[config.mk]
export PLATFORM = sky130hd
export DESIGN_NAME = uart_tx_fifo_gen_flat
export DESIGN_NICKNAME = d
export VERILOG_FILES = /design/src/rtl/uart_pkg.sv /design/src/rtl/uart_tx_fifo_gen_if.sv /design/src/rtl/axis_sync_fifo.sv /design/src/rtl/uart_tx_fifo_gen.sv /design/src/flat_wrapper.sv
export SDC_FILE = /design/constraint.sdc
export NUM_CORES = 1
export LEC_CHECK = 0
export CAP_MARGIN = 30
export CORE_MARGIN = 1
export CORE_UTILIZATION = 40
export CTS_CLUSTER_SIZE = 28
export DETAILED_ROUTE_END_ITERATION = 6
export GPL_ROUTABILITY_DRIVEN = 0
export MAX_ROUTING_LAYER = met4
export PLACE_DENSITY = 0.55
export RECOVER_POWER = 100
export SYNTH_ARGS = -nofsm -noshare
export SYNTH_HDL_FRONTEND = slang
export SYNTH_HIERARCHICAL = 1
export SYNTH_SLANG_ARGS = --single-unit
[constraint.sdc]
create_clock -name Clk -period 7.8 [get_ports Clk]
set_input_delay 2.34 -clock Clk [delete_from_list [all_inputs] [get_ports Clk]]
set_output_delay 2.34 -clock Clk [all_outputs]
set_load 0.01 [all_outputs]
[src/rtl/uart_pkg.sv]
// Shared types, encodings and helpers for the UART transmitter.
package uart_pkg;

    localparam int unsigned MAX_BITS = 9;

    typedef enum logic [2:0] {
        ST_IDLE,
        ST_START,
        ST_DATA,
        ST_PARITY,
        ST_STOP,
        ST_BRK_LOW,
        ST_BRK_MARK
    } tx_state_t;

    typedef enum logic [2:0] {
        PAR_NONE  = 3'd0,
        PAR_EVEN  = 3'd1,
        PAR_ODD   = 3'd2,
        PAR_MARK  = 3'd3,
        PAR_SPACE = 3'd4
    } parity_mode_t;

    typedef enum logic [1:0] {
        STOP_1   = 2'd0,
        STOP_1P5 = 2'd1,
        STOP_2   = 2'd2
    } stop_bits_t;

    localparam logic [2:0] DBITS_8 = 3'd0;
    localparam logic [2:0] DBITS_7 = 3'd1;
    localparam logic [2:0] DBITS_6 = 3'd2;
    localparam logic [2:0] DBITS_5 = 3'd3;
    localparam logic [2:0] DBITS_9 = 3'd4;

    // Number of data bits sent for a data_bits code; unused codes mean 8.
    function automatic logic [3:0] data_len(input logic [2:0] db);
        case (db)
            DBITS_7: return 4'd7;
            DBITS_6: return 4'd6;
            DBITS_5: return 4'd5;
            DBITS_9: return 4'd9;
            default: return 4'd8;
        endcase
    endfunction

    // Raw parity code to mode; unused codes mean no parity.
    function automatic parity_mode_t to_parity(input logic [2:0] pm);
        case (pm)
            3'd1:    return PAR_EVEN;
            3'd2:    return PAR_ODD;
            3'd3:    return PAR_MARK;
            3'd4:    return PAR_SPACE;
            default: return PAR_NONE;
        endcase
    endfunction

    // Raw stop code to stop length; code 3 also means two stop bits.
    function automatic stop_bits_t to_stop(input logic [1:0] sb);
        case (sb)
            2'd0:    return STOP_1;
            2'd1:    return STOP_1P5;
            default: return STOP_2;
        endcase
    endfunction

endpackage

[src/rtl/uart_tx_fifo_gen_if.sv]
// AXI4-Stream transmit-word interface feeding the UART FIFO.
interface uart_tx_fifo_gen_if #(
    parameter int unsigned DATA_W = 9
) ();
    logic [DATA_W-1:0] tdata;
    logic              tvalid;
    logic              tready;

    modport master (output tdata, output tvalid, input tready);
    modport slave  (input tdata, input tvalid, output tready);
endinterface

[src/rtl/axis_sync_fifo.sv]
// Single-clock FIFO with synchronous active-low flush and occupancy count.
module axis_sync_fifo #(
    parameter int unsigned WIDTH = 9,
    parameter int unsigned DEPTH = 4
) (
    input  logic                       clk,
    input  logic                       srst_n,
    input  logic                       push_i,
    input  logic [WIDTH-1:0]           wdata_i,
    input  logic                       pop_i,
    output logic [WIDTH-1:0]           rdata_o,
    output logic [$clog2(DEPTH+1)-1:0] level_o,
    output logic                       full_o,
    output logic                       empty_o
);
    localparam int unsigned AW = $clog2(DEPTH);
    localparam int unsigned LW = $clog2(DEPTH + 1);

    logic [WIDTH-1:0] mem_q [DEPTH];
    logic [AW-1:0]    wptr_q, rptr_q;
    logic [LW-1:0]    level_q;
    logic             do_push, do_pop;

    assign full_o  = (level_q == LW'(DEPTH));
    assign empty_o = (level_q == '0);
    assign do_push = push_i & ~full_o;
    assign do_pop  = pop_i & ~empty_o;
    assign rdata_o = mem_q[rptr_q];
    assign level_o = level_q;

    // Storage array; contents need no reset since level gates every read.
    always_ff @(posedge clk) begin
        if (do_push) mem_q[wptr_q] <= wdata_i;
    end

    // Pointers wrap naturally because DEPTH is a power of two.
    always_ff @(posedge clk) begin
        if (!srst_n) begin
            wptr_q  <= '0;
            rptr_q  <= '0;
            level_q <= '0;
        end else begin
            if (do_push) wptr_q <= wptr_q + AW'(1);
            if (do_pop)  rptr_q <= rptr_q + AW'(1);
            case ({do_push, do_pop})
                2'b10:   level_q <= level_q + LW'(1);
                2'b01:   level_q <= level_q - LW'(1);
                default: level_q <= level_q;
            endcase
        end
    end
endmodule

[src/rtl/uart_tx_fifo_gen.sv]
// UART transmitter with AXIS input FIFO, configurable framing and break generation.
module uart_tx_fifo_gen
    import uart_pkg::*;
#(
    parameter int unsigned DATA_W     = 9,
    parameter int unsigned FIFO_DEPTH = 4,
    parameter int unsigned OVERSAMPLE = 8,
    parameter int unsigned BREAK_BITS = 11
) (
    input  logic                            Clk,
    input  logic                            Rst_n,
    input  logic                            En,
    input  logic                            baud_clk,
    uart_tx_fifo_gen_if.slave               s_axis,
    input  logic [2:0]                      data_bits,
    input  logic [2:0]                      parity_mode,
    input  logic [1:0]                      stop_bits,
    input  logic                            msb_first,
    input  logic                            send_break,
    output logic [$clog2(FIFO_DEPTH+1)-1:0] fifo_level,
    output logic                            busy,
    output logic                            tc,
    output logic                            break_done,
    output logic                            txd
);
    localparam int unsigned CW = $clog2(2 * OVERSAMPLE);
    localparam int unsigned BW = (BREAK_BITS > MAX_BITS) ? $clog2(BREAK_BITS + 1) : 4;

    logic srst_n, live_q;
    logic fifo_full, fifo_empty, fifo_push, fifo_pop;
    logic [DATA_W-1:0] fifo_rdata;

    tx_state_t     state_q, state_d;
    logic [CW-1:0] cnt_q, cnt_d;
    logic [BW-1:0] bit_q, bit_d;
    logic [MAX_BITS-1:0] shreg_q, shreg_d;
    logic [3:0]    nbits_q, nbits_d;
    parity_mode_t  pmode_q, pmode_d;
    stop_bits_t    stop_q, stop_d;
    logic par_q, par_d, brk_pend_q, brk_pend_d;
    logic txd_q, txd_d, busy_q, busy_d, tc_q, tc_d, bdone_q, bdone_d;

    logic [MAX_BITS-1:0] word, masked, ordered;
    logic [3:0] n_len, idx;
    logic par_calc, load, bit_end, stop_end, brk_req;

    assign srst_n        = Rst_n & En;
    assign fifo_push     = s_axis.tvalid & s_axis.tready;
    assign s_axis.tready = live_q & ~fifo_full;

    axis_sync_fifo #(.WIDTH(DATA_W), .DEPTH(FIFO_DEPTH)) u_fifo (
        .clk     (Clk),
        .srst_n  (srst_n),
        .push_i  (fifo_push),
        .wdata_i (s_axis.tdata),
        .pop_i   (fifo_pop),
        .rdata_o (fifo_rdata),
        .level_o (fifo_level),
        .full_o  (fifo_full),
        .empty_o (fifo_empty)
    );

    // Frame-start values: head word trimmed to N bits, bit order fixed so DATA always shifts LSB out.
    always_comb begin
        word    = MAX_BITS'(fifo_rdata);
        n_len   = data_len(data_bits);
        masked  = word & ((MAX_BITS'(1) << n_len) - MAX_BITS'(1));
        ordered = '0;
        idx     = '0;
        for (int i = 0; i < MAX_BITS; i++) begin
            if (i < int'(n_len)) begin
                idx        = n_len - 4'd1 - 4'(i);
                ordered[i] = msb_first ? word[idx] : word[i];
            end
        end
        case (to_parity(parity_mode))
            PAR_EVEN: par_calc = ^masked;
            PAR_ODD:  par_calc = ~(^masked);
            PAR_MARK: par_calc = 1'b1;
            default:  par_calc = 1'b0;
        endcase
    end

    // Bit-time and stop-length terminal counts.
    always_comb begin
        bit_end = (cnt_q == CW'(OVERSAMPLE - 1));
        case (stop_q)
            STOP_1:   stop_end = (cnt_q == CW'(OVERSAMPLE - 1));
            STOP_1P5: stop_end = (cnt_q == CW'(OVERSAMPLE + OVERSAMPLE / 2 - 1));
            default:  stop_end = (cnt_q == CW'(2 * OVERSAMPLE - 1));
        endcase
        brk_req = send_break & ~brk_pend_q & (state_q != ST_BRK_LOW) & (state_q != ST_BRK_MARK);
    end

    // Next-state and next-output logic; counters only move on baud_clk pulses.
    always_comb begin
        state_d    = state_q;
        cnt_d      = cnt_q;
        bit_d      = bit_q;
        shreg_d    = shreg_q;
        par_d      = par_q;
        nbits_d    = nbits_q;
        pmode_d    = pmode_q;
        stop_d     = stop_q;
        brk_pend_d = brk_pend_q | brk_req;
        tc_d       = 1'b0;
        bdone_d    = 1'b0;
        load       = 1'b0;
        fifo_pop   = 1'b0;
        txd_d      = 1'b1;

        if (baud_clk) begin
            case (state_q)
                ST_IDLE: begin
                    if (brk_pend_q) begin
                        state_d    = ST_BRK_LOW;
                        cnt_d      = '0;
                        bit_d      = '0;
                        brk_pend_d = 1'b0;
                    end else if (!fifo_empty) begin
                        load = 1'b1;
                    end
                end
                ST_START: begin
                    if (bit_end) begin
                        state_d = ST_DATA;
                        cnt_d   = '0;
                        bit_d   = '0;
                    end else cnt_d = cnt_q + CW'(1);
                end
                ST_DATA: begin
                    if (bit_end) begin
                        cnt_d   = '0;
                        shreg_d = shreg_q >> 1;
                        if (bit_q == BW'(nbits_q) - BW'(1))
                            state_d = (pmode_q == PAR_NONE) ? ST_STOP : ST_PARITY;
                        else
                            bit_d = bit_q + BW'(1);
                    end else cnt_d = cnt_q + CW'(1);
                end
                ST_PARITY: begin
                    if (bit_end) begin
                        state_d = ST_STOP;
                        cnt_d   = '0;
                    end else cnt_d = cnt_q + CW'(1);
                end
                ST_STOP: begin
                    if (stop_end) begin
                        cnt_d = '0;
                        if (!brk_pend_q && !fifo_empty) begin
                            load = 1'b1;
                        end else begin
                            state_d = ST_IDLE;
                            tc_d    = ~brk_pend_q;
                        end
                    end else cnt_d = cnt_q + CW'(1);
                end
                ST_BRK_LOW: begin
                    if (bit_end) begin
                        cnt_d = '0;
                        if (bit_q == BW'(BREAK_BITS - 1)) begin
                            state_d = ST_BRK_MARK;
                            bit_d   = '0;
                        end else bit_d = bit_q + BW'(1);
                    end else cnt_d = cnt_q + CW'(1);
                end
                ST_BRK_MARK: begin
                    if (bit_end) begin
                        state_d = ST_IDLE;
                        cnt_d   = '0;
                        bdone_d = 1'b1;
                    end else cnt_d = cnt_q + CW'(1);
                end
                default: state_d = ST_IDLE;
            endcase
        end

        if (load) begin
            fifo_pop = 1'b1;
            state_d  = ST_START;
            cnt_d    = '0;
            bit_d    = '0;
            shreg_d  = ordered;
            par_d    = par_calc;
            nbits_d  = n_len;
            pmode_d  = to_parity(parity_mode);
            stop_d   = to_stop(stop_bits);
        end

        case (state_d)
            ST_START, ST_BRK_LOW: txd_d = 1'b0;
            ST_DATA:              txd_d = shreg_d[0];
            ST_PARITY:            txd_d = par_d;
            default:              txd_d = 1'b1;
        endcase
        busy_d = (state_d != ST_IDLE);
    end

    // State and output registers; En low behaves exactly like reset.
    always_ff @(posedge Clk) begin
        if (!srst_n) begin
            state_q    <= ST_IDLE;
            cnt_q      <= '0;
            bit_q      <= '0;
            shreg_q    <= '0;
            par_q      <= 1'b0;
            nbits_q    <= 4'd8;
            pmode_q    <= PAR_NONE;
            stop_q     <= STOP_1;
            brk_pend_q <= 1'b0;
            txd_q      <= 1'b1;
            busy_q     <= 1'b0;
            tc_q       <= 1'b0;
            bdone_q    <= 1'b0;
            live_q     <= 1'b0;
        end else begin
            state_q    <= state_d;
            cnt_q      <= cnt_d;
            bit_q      <= bit_d;
            shreg_q    <= shreg_d;
            par_q      <= par_d;
            nbits_q    <= nbits_d;
            pmode_q    <= pmode_d;
            stop_q     <= stop_d;
            brk_pend_q <= brk_pend_d;
            txd_q      <= txd_d;
            busy_q     <= busy_d;
            tc_q       <= tc_d;
            bdone_q    <= bdone_d;
            live_q     <= 1'b1;
        end
    end

    assign txd        = txd_q;
    assign busy       = busy_q;
    assign tc         = tc_q;
    assign break_done = bdone_q;
endmodule

[src/flat_wrapper.sv]
// flat-port wrapper written by rule: the top's interface ports become plain ports
module uart_tx_fifo_gen_flat import uart_pkg::*;
#(
    parameter int unsigned DATA_W     = 9,
    parameter int unsigned FIFO_DEPTH = 4,
    parameter int unsigned OVERSAMPLE = 8,
    parameter int unsigned BREAK_BITS = 11
)
  (Clk, Rst_n, En, baud_clk, data_bits, parity_mode, stop_bits, msb_first, send_break, fifo_level, busy, tc, break_done, txd, s_axis_tdata, s_axis_tvalid, s_axis_tready);
  uart_tx_fifo_gen_if #(.DATA_W(DATA_W)) s_axis_i ();
  input  logic Clk;
  input  logic Rst_n;
  input  logic En;
  input  logic baud_clk;
  input  logic [2:0] data_bits;
  input  logic [2:0] parity_mode;
  input  logic [1:0] stop_bits;
  input  logic msb_first;
  input  logic send_break;
  output logic [$clog2(FIFO_DEPTH+1)-1:0] fifo_level;
  output logic busy;
  output logic tc;
  output logic break_done;
  output logic txd;
  input wire logic [$bits(s_axis_i.tdata)-1:0] s_axis_tdata;
  input wire logic [$bits(s_axis_i.tvalid)-1:0] s_axis_tvalid;
  output wire logic [$bits(s_axis_i.tready)-1:0] s_axis_tready;
  assign s_axis_i.tdata = s_axis_tdata;
  assign s_axis_i.tvalid = s_axis_tvalid;
  assign s_axis_tready = s_axis_i.tready;
  uart_tx_fifo_gen #(.DATA_W(DATA_W), .FIFO_DEPTH(FIFO_DEPTH), .OVERSAMPLE(OVERSAMPLE), .BREAK_BITS(BREAK_BITS)) u_core (.Clk(Clk), .Rst_n(Rst_n), .En(En), .baud_clk(baud_clk), .s_axis(s_axis_i), .data_bits(data_bits), .parity_mode(parity_mode), .stop_bits(stop_bits), .msb_first(msb_first), .send_break(send_break), .fifo_level(fifo_level), .busy(busy), .tc(tc), .break_done(break_done), .txd(txd));
endmodule
### Word level (Yosys, flattened, before mapping)

Memory sizes are Yosys's and may differ from the RTL's. A register that Yosys moved wholly into a read port is not among the register bits.
Cells that the tools add are included.

* register bits: 43
* memories: 1
* logic and storage cells: 223
* input port bits: 24
* memory bits (writable): 36

* $add $sub $neg: 17
* eq/ne operators: 38
* mux-type cells: 88
* magnitude comparators: 18
* shifts and indexed selects: 1
* bitwise gates (word level): 18
* reduce and logical (&&, ||, !) cells: 24

Memories
* u_core.u_fifo.mem_q: depth 4, bits a word 9, rd ports 1, clocked after Yosys merged registers in 1, wr ports 1, line axis_sync_fifo.sv:19 `logic [WIDTH-1:0] mem_q [DEPTH];`

Operator list (number)
* 4-bit by 5-bit less-than comparator with 1-bit output (second input constant): 9
* 1-bit two-way mux: 41
* 3-bit two-way mux: 13
* 1-bit binary-select mux with 4-bit select: 9
* 9-bit two-way mux: 4
* 4-bit two-way mux: 8
* 4-bit case mux with 4 select lines: 2
* 3-bit by 2-bit == test with 1-bit output (second input constant): 10
* 3-bit == test (second input constant): 7
* 3-bit case mux with 7 select lines: 1
* 3-bit by 4-bit less-than comparator with 1-bit output (first input constant): 4
* 4-bit by 3-bit subtractor with 4-bit output (second input constant): 4
* 3-bit by 1-bit == test with 1-bit output (second input constant): 5
* 4-bit == test (second input constant): 3
* 3-bit case mux with 4 select lines: 1
* 4-bit case mux with 3 select lines: 1
* 4-bit by 1-bit subtractor with 4-bit output (second input constant): 3
* 5-bit OR reduction: 2
* 9-bit bitwise AND: 1
* 3-bit zero test: 3
* 3-bit AND reduction: 3
* 9-bit XOR reduction: 1
* 1-bit by 4-bit << shifter with 9-bit output (first input constant): 1
* 9-bit by 1-bit subtractor with 9-bit output (second input constant): 1
* other kinds (32): 67

### Longest topological paths before layout

Gate-level depths: netlist of run 1.

* depth in word-level cells: 11
* depth in mapped cells: 14
* mapped depth without buffers: 12

### Modules after synthesis

Netlist of run 1, hierarchy kept.

By module, submodules not included
* uart_tx_fifo_gen: cells each 367, area each 2917.8 µm², instances 1
* axis_sync_fifo: cells each 101, area each 1786.7 µm², instances 1

### Worst setup path before layout of run 1

No wires, ideal clock.

* path kind: input to register
* start point: input data_bits[0]
* end point: register u_core.shreg_q[6]
* data required time: 7.668 ns
* library setup time: 0.132 ns
* buffers on the path: 4
* slack: 2.484 ns
* arrival: 5.183 ns
* stages on the path: 12
* path through: buf_2 -> nor3b_1 -> buf_2 -> nor2_1 -> clkbuf_1 -> ha_1 -> clkbuf_1 -> mux4_2 -> or3b_2 -> o2111ai_1 -> a211o_1 -> a21oi_1

* cells in the longest elaborated chain, start to end: 9
* elaborated cells between the ends (all ways): 13

RTL lines
* start, declared: line flat_wrapper.sv:15 `input logic [2:0] data_bits;`
* 3-bit == test, or another cell as far along: line uart_pkg.sv:38 `case (db)`
* 4-bit case mux with 4 select lines (*): line uart_pkg.sv:38
* 4-bit by 1-bit subtractor with 4-bit output: line uart_tx_fifo_gen.sv:72 `idx = n_len - 4'd1 - 4'(i);`
* 4-bit by 3-bit subtractor with 4-bit output: line uart_tx_fifo_gen.sv:72
* 1-bit binary-select mux with 4-bit select: line uart_tx_fifo_gen.sv:73 `ordered[i] = msb_first ? word[idx] : word[i];`
* 1-bit two-way mux (implied by the code): line uart_tx_fifo_gen.sv:73
* 1-bit two-way mux: line uart_tx_fifo_gen.sv:73
* 1-bit two-way mux (*): line uart_tx_fifo_gen.sv:71 `if (i < int'(n_len)) begin`
* 9-bit two-way mux (*): line uart_tx_fifo_gen.sv:178 `if (load) begin`
* end signal, assigned: line uart_tx_fifo_gen.sv:220 `shreg_q <= shreg_d;`
* end, declared: line uart_tx_fifo_gen.sv:36 `logic [MAX_BITS-1:0] shreg_q, shreg_d;`

Mark *: on every way between the ends. The rest lies on a longest branch, timed or not. The select of a mux whose other input is x is not followed.
A chain may end at the register's enable or synchronous reset.

### Worst setup path in the final report of run 1

* start point: input baud_clk
* end point: register u_core.u_fifo.level_q[2], in the netlist u_core/u_fifo/level_o[2]

* cells in the longest elaborated chain, start to end: 5
* elaborated cells between the ends (all ways): 7

RTL lines
* start, declared: line flat_wrapper.sv:14 `input logic baud_clk;`
* 1-bit two-way mux (*): line uart_tx_fifo_gen.sv:112 `if (baud_clk) begin`
* 1-bit two-way mux (*): line uart_tx_fifo_gen.sv:178
* 1-bit bitwise AND (*): line axis_sync_fifo.sv:27 `assign do_pop = pop_i & ~empty_o;`
* via u_core.u_fifo.do_pop: line axis_sync_fifo.sv:22 `logic do_push, do_pop;`
* 2-bit by 1-bit == test with 1-bit output or 2-bit == test (tied branches): line axis_sync_fifo.sv:45 `case ({do_push, do_pop})`
* 3-bit case mux with 2 select lines or 2-bit nonzero test (tied branches)
* end signal, assigned: line axis_sync_fifo.sv:46 `2'b10: level_q <= level_q + LW'(1);`
* end signal, assigned: line axis_sync_fifo.sv:47 `2'b01: level_q <= level_q - LW'(1);`
* end signal, assigned: line axis_sync_fifo.sv:48 `default: level_q <= level_q;`
* end, declared: line axis_sync_fifo.sv:21 `logic [LW-1:0] level_q;`

The timed path passes the listed nets; every way through them passes the cells marked *.

==> results.md, run 1 <==
- Post_cts resized: 0
- Synthesis warning total: 6
- Final worst setup slack: 1840 ps
- Fmax: 168 MHz
- Final WL: 10300 um
- Placed Cells: 619
- Ratio of cells with drive above 1 in the final layout: 9.74%
- Critical Path Sink: u_core/u_fifo/level_o[2]
- Leak pwr: 1.87 nW
- Worst r2r src: u_core/cnt_q[2]
- Flop pwr share: 46.5%
- Post-Syn Area: 4700 um2
- Sw Share: 25.7%
- Buffers on Ports: 31
- Worst skew pair latency: 340 ps
- First-pass GRT wire length: 17600 um
- Placed Area: 5100 um2
- Async set-reset flop share out of synthesis: 0%
- Internal: 0.719 mW
- FF-to-FF path depth: 12
- Area grow syn2layout: 14.0%
- Reg clk slew, reported paths: 60 ps
- Vias: 3519
- Cells after synthesis: 468
- Commonest non-fill, non-tap cell in the layout: dfxtp_1
- # diodes: 0
- Post-route ant nets: 0
- Crit Path Class: in2reg
- Fillers: 1105
- R2r endpoint: u_core/u_fifo/level_o[2]
- Vias/cell: 5.53
- CTS Buf Count: 9
- Core Area: 11400 um2
- IO Pins: 32
- Multi-input logic area: 2490 um2
- Mapped Avg Cell Area: 10.1 um2
- Combinational share of power: 11.7%
- Fin. max-slew vios: 0
- Chip width: 110 um
- Critical Path Source: baud_clk
- Clock share of power: 41.7%
- Largest net degree at the start of global routing: 27
- Min cycle time layout: 5960 ps
- Post-synth EDFFs: 36
- Crit path max fanout: 26
- Most frequent cells in the layout: 45 x dfxtp_1, 44 x nand2_1, 36 x nor2_1, 36 x edfxtp_1, 27 x a21oi_1
- Post-CTS setup buffer count: 0
- TritonCTS clock tree: done
- Slew Limit Headroom: 7.52%
- Yosys cell types: 75
- Seq/Total Area, Yosys: 42.1%
- Final Hold Vio Count: 0
- Pwr Density: 180 nW/um2
- Vias in the first global route: 3375
- Non-Filler Cell Area, Final: 5360 um2
- DR pass1 iterations: 4
- Post-route setup TNS: 0 ps
- Maximum vdd drop: 135 uV
- GRT Total Usage: 18.7%
- Sw Pwr: 0.248 mW
- RSZ-0062 raised after global routing: no
- Remaining DRCs: 0
- CTS max path bufs: 2
- Wirelength per Cell: 16.3 um
- Starting DRC count in detailed routing: 164
- Hold Crit Class: reg2reg
- Floorplan row count: 39
- Status: finished, final reports clean
- Clock sink count: 81
- DPL Wire Length: 7300 um
- CP arrival: 6220 ps
- Period Utilization, post-route: 76.4%
- Sequential cell area: 1980 um2
- Worst slew pin tran: 1390 ps
- Place WS: 1870 ps
- Critical Path Source Type: input port
- Reg2Reg Setup Slack: 3990 ps
- Primary FF master, synth: dfxtp_1
- CP endpoint kind: flop
- CP required: 8060 ps
- Clock skew: 6.53 ps
- GRT overflow: 0
- Total power: 0.967 mW
- Max cap viols: 0
- Final Instance Count excl. Fillers: 636
- CTS Root Cell: clkbuf_16
- Die height: 110 um
- Post-layout net count: 531
- Final setup vio count: 0
- Post-CTS Hold Fix Bufs: 0
- H-tree levels: 3
- Initial antenna violation count: 0
- Hold Path Stages: 2
- Starting Density: 41.2%
- Seq cells post-synth: 81
- Die ar.: 12200 um2
sequential cells by signal, summed over array words and instances, names as in the netlist, 2 cells and up, named ones only:
name                   cells
u_core/bit_q               4
u_core/cnt_q               4
u_core/nbits_q             4
u_core/pmode_q             3
u_core/shreg_q             9
u_core/state_q             3
u_core/stop_q              2
u_core/u_fifo/level_o      3
u_core/u_fifo/mem_q       36
u_core/u_fifo/rptr_q       2
u_core/u_fifo/wptr_q       2
layer usage:
metal / vias to the layer above / GRT usage [%] / share of wire (%)
li1: 1761 / - / -
met1: 1665 / 24.8 / 47
met2: 82 / 28.7 / 48
met3: 11 / 3.57 / 4.0
met4: 0 / 5.96 / 1.3
met5: - / - / 0
cells by family after synthesis:
| logic type | share of synthesized area [%] |
|---|---|
| compound gates | 16.1 |
| xor+xnor | 4.44 |
| fa+ha+maj | 5.21 |
| buf+inv | 4.87 |
| flops | 42.1 |
| mux | 10.2 |
| other cells | 0.0797 |
| simple gates | 17.0 |
Yosys cell counts (2+ instances only):
cell type	number	share of area, %
dfxtp_1	45	19
nand2_1	44	3.5
edfxtp_1	36	23
nor2_1	35	2.8
a21oi_1	27	2.9
inv_1	20	1.6
ha_1	18	4.8
clkbuf_1	17	1.4
o21ai_0	15	1.6
a211oi_1	14	2.2
mux2i_1	13	2.8
mux4_2	13	6.2
nor3_1	12	1.3
nand3_1	11	1.2
nor2b_1	10	1.3
xnor2_1	10	1.9
and2_1	9	1.2
a31oi_1	8	1.1
buf_2	8	0.85
a22oi_1	6	0.96
xor2_1	6	1.1
mux2_2	5	1.2
nor3b_1	5	0.80
nand3b_1	4	0.64
a211o_1	3	0.56
a21o_1	3	0.48
and3_1	3	0.40
o22ai_1	3	0.40
or3_1	3	0.40
or3b_2	3	0.56
a21boi_1	2	0.32
a221oi_1	2	0.37
a31o_2	2	0.37
buf_6	2	0.48
nand2b_1	2	0.27
nor2_2	2	0.27
nor4_1	2	0.27
o2111ai_1	2	0.37
o211a_1	2	0.43
o211ai_1	2	0.32
o311ai_0	2	0.37
o31ai_1	2	0.32
or2_2	2	0.27
xnor3_1	2	0.96
critical path, cell delays in order:
cell           delay [ps]
dlygate4sd3_1         700
or3b_2                500
nor3_1                130
a21bo_1               210
clkbuf_1              540
clkinv_8              280
nor2b_1               230
ha_1                  210
inv_1                  60
fa_1                  380
xor2_1                160
or3_1                 300
a21boi_0              160
how the worst min path moves through the flow:
stage	start	to	slack, ps
6_report	u_core/pmode_q[2]	u_core/pmode_q[2]	460
4_1_cts	u_core/pmode_q[2]	u_core/pmode_q[2]	460
3_3_place_gp	u_core/pmode_q[2]	u_core/pmode_q[2]	440
2_1_floorplan	u_core/pmode_q[2]	u_core/pmode_q[2]	430
3_5_place_dp	u_core/pmode_q[2]	u_core/pmode_q[2]	450
5_1_grt	u_core/pmode_q[2]	u_core/pmode_q[2]	480
power by group through the flow:
stage | registers (mW) | clock network (mW) | logic (mW)
global route | 0.450 | 0.433 | 0.127
detailed placement | 0.459 | 0 | 0.115
finish | 0.450 | 0.404 | 0.114
CTS | 0.450 | 0.416 | 0.116
floorplan | 0.458 | 0 | 0.0822
global placement | 0.459 | 0 | 0.115
final cells by class:
cell class | instances | share of cell area (%)
inverters | 23 | 1.84
flip-flops and latches | 81 | 36.9
clock inverters | 6 | 0.933
multi-input cells | 337 | 46.5
well taps | 143 | 3.34
repair buffers | 36 | 6.16
clock buffers | 10 | 4.27
stage by stage:
step	utilization, %	hold WS, ps
2_1_floorplan	-	432
3_3_place_gp	44.6	439
3_5_place_dp	44.6	449
4_1_cts	47.1	458
5_1_grt	47.0	479
6_report	47.0	459
Note: power is estimated with default switching activity, not from simulation.
==> inputs of run 2 (changes only) <==
- PLACE_DENSITY: 0.55 -> 0.57
- clock period: 7.8 -> 5 ns (I/O delays scaled with it)
==> run 2 against run 1 <==
Against the previous run:
- first-iteration DRC count is 3.0% higher
- largest power group unchanged
- worst hold slack better by 12 ps
- critical path depth shrank 4
- via count increased by 1.6%
==> results.md, run 2 (same netlist as run 1, synthesis figures left out) <==
- Final WL: 10400 um
- CP required: 5170 ps
- Largest register FFs: 36
- Vias in the first global route: 3494
- Starting Density: 41.2%
- Initial antenna violation count: 0
- Vias/cell: 5.56
- Post-route setup TNS: 0 ps
- Met3 global-route usage: 3.18%
- Post-CTS Hold Fix Bufs: 0
- Largest net degree at the start of global routing: 26
- Hold Path Origin: u_core/pmode_q[2]
- Remaining DRCs: 0
- Fin. max-slew vios: 0
- Critical path buffers and inverters: 1
- Clock skew: 6.68 ps
- H-tree levels: 3
- GRT overflow: 0
- Buffers on Ports: 31
- Period Utilization, post-route: 90.2%
- Top flop regs: u_core/u_fifo/mem_q (36), u_core/shreg_q (9)
- Critical Path Source Type: input port
- Wirelength per Cell: 16.1 um
- CTS Root Cell: clkbuf_16
- Worst stage delay on the critical path: 700 ps
- Placed Cells: 627
- Die height: 110 um
- Met1 GRT Util: 23.5%
- Worst skew pair latency: 340 ps
- IO Pins: 32
- Maximum vdd drop: 211 uV
- Total power: 1.51 mW
- Core Area: 11400 um2
- Fin Hold WS: 471 ps
- CP arrival: 4680 ps
- Crit Path Class: in2reg
- Met2 Use GR: 28.1%
- CTS max path bufs: 2
- Max cap viols: 0
- Commonest non-fill, non-tap cell in the layout: dfxtp_1
- Crit path max fanout: 12
- CP endpoint kind: flop
- Leak pwr: 1.90 nW
- DR pass1 iterations: 7
- # diodes: 0
- Pwr Density: 278 nW/um2
- TritonCTS clock tree: done
- Largest register by flop count: u_core/u_fifo/mem_q
- Final Instance Count excl. Fillers: 643
- Min cycle time layout: 4510 ps
- Post-CTS setup buffer count: 0
- Post-route ant nets: 0
- Final Hold Vio Count: 0
- DPL Wire Length: 7410 um
- Area grow syn2layout: 15.2%
- First-pass GRT wire length: 17200 um
- Most frequent cells in the layout: 45 x dfxtp_1, 44 x nand2_1, 36 x nor2_1, 36 x edfxtp_1, 27 x a21oi_1
- Reg clk slew, reported paths: 60 ps
- GRT Total Usage: 18.2%
- Final setup vio count: 0
- Die ar.: 12200 um2
- Critical Path Source: data_bits[1]
- Chip width: 110 um
- Slew Limit Headroom: 21.7%
- RSZ-0062 raised after global routing: no
- Floorplan row count: 39
- Top cell family by delay on the critical path: simple AND/OR/NAND/NOR gates
- Place WS: 283 ps
- Starting DRC count in detailed routing: 169
- Vias: 3574
- Status: finished, final reports clean
- CP max-delay cell: dlygate4sd3_1
- Clock sink count: 81
- Post_cts resized: 0
- Post-layout net count: 538
- Fillers: 1076
- Final worst setup slack: 491 ps
- Hold Crit Class: reg2reg
- CTS Buf Count: 9
- Cells along the critical path: dlygate4sd3_1 -> xnor2_1 -> or2_2 -> ha_1 -> mux4_2 -> or3b_2 -> o2111ai_1 -> a211o_1 -> a21oi_1
- Grt peak-use layer: met2
- Worst slew pin tran: 1180 ps
- Fmax: 222 MHz
- Ratio of cells with drive above 1 in the final layout: 11.0%
run 2: cell count changes in the layout (fill, tap and decap cells not counted), sizes merged:
| cell | change |
|---|---|
| buf | +6 |
| clkdlybuf4s50 | -1 |
| dlygate4sd3 | +1 |
| clkdlybuf4s18 | +1 |
run 2: worst paths after layout:
path	to	slack (ps)	cells past startpoint
setup reg to reg	u_core/txd	1520	8
hold reg to reg	u_core/pmode_q[2]	470	2
hold / removal	u_core/pmode_q[2]	470	2
setup / recovery	u_core/shreg_q[6]	490	9
run 2: layout make-up:
class / instances / area, um2 / area share, %
well taps: 143 / 179 / 3.30
clock buffers: 10 / 229 / 4.23
inverters: 23 / 98.8 / 1.82
multi-input cells: 337 / 2490 / 46.0
repair buffers: 43 / 384 / 7.09
clock inverters: 6 / 51.3 / 0.947
flip-flops and latches: 81 / 1980 / 36.6
run 2: tightest hold or removal path: cells and delay by family (launching register included):
family             cells  cell delay [ps]
AOI/OAI and AO/OA      1               50
DFF                    1              320
and+or+nand+nor        1               60
run 2: through the flow:
step                area [um2]  utilization [%]
CTS                       5440             47.6
global route              5420             47.5
finish                    5420             47.5
floorplan                 4710                -
detailed placement        5160             45.2
global placement          5150             45.1
run 2: where the power goes:
group | switching [mW] | total, mW | internal [mW]
Combinational | 0.101 | 0.185 | 0.0841
Sequential | 0.00555 | 0.702 | 0.697
Clock | 0.275 | 0.619 | 0.344
run 2: metal layers:
layer	part of all wire, %	routed length, um	up-vias
li1	-	-	1768
met5	0	0	-
met3	4.1	430	15
met2	47	4890	87
met1	47	4850	1704
met4	1.8	191	0
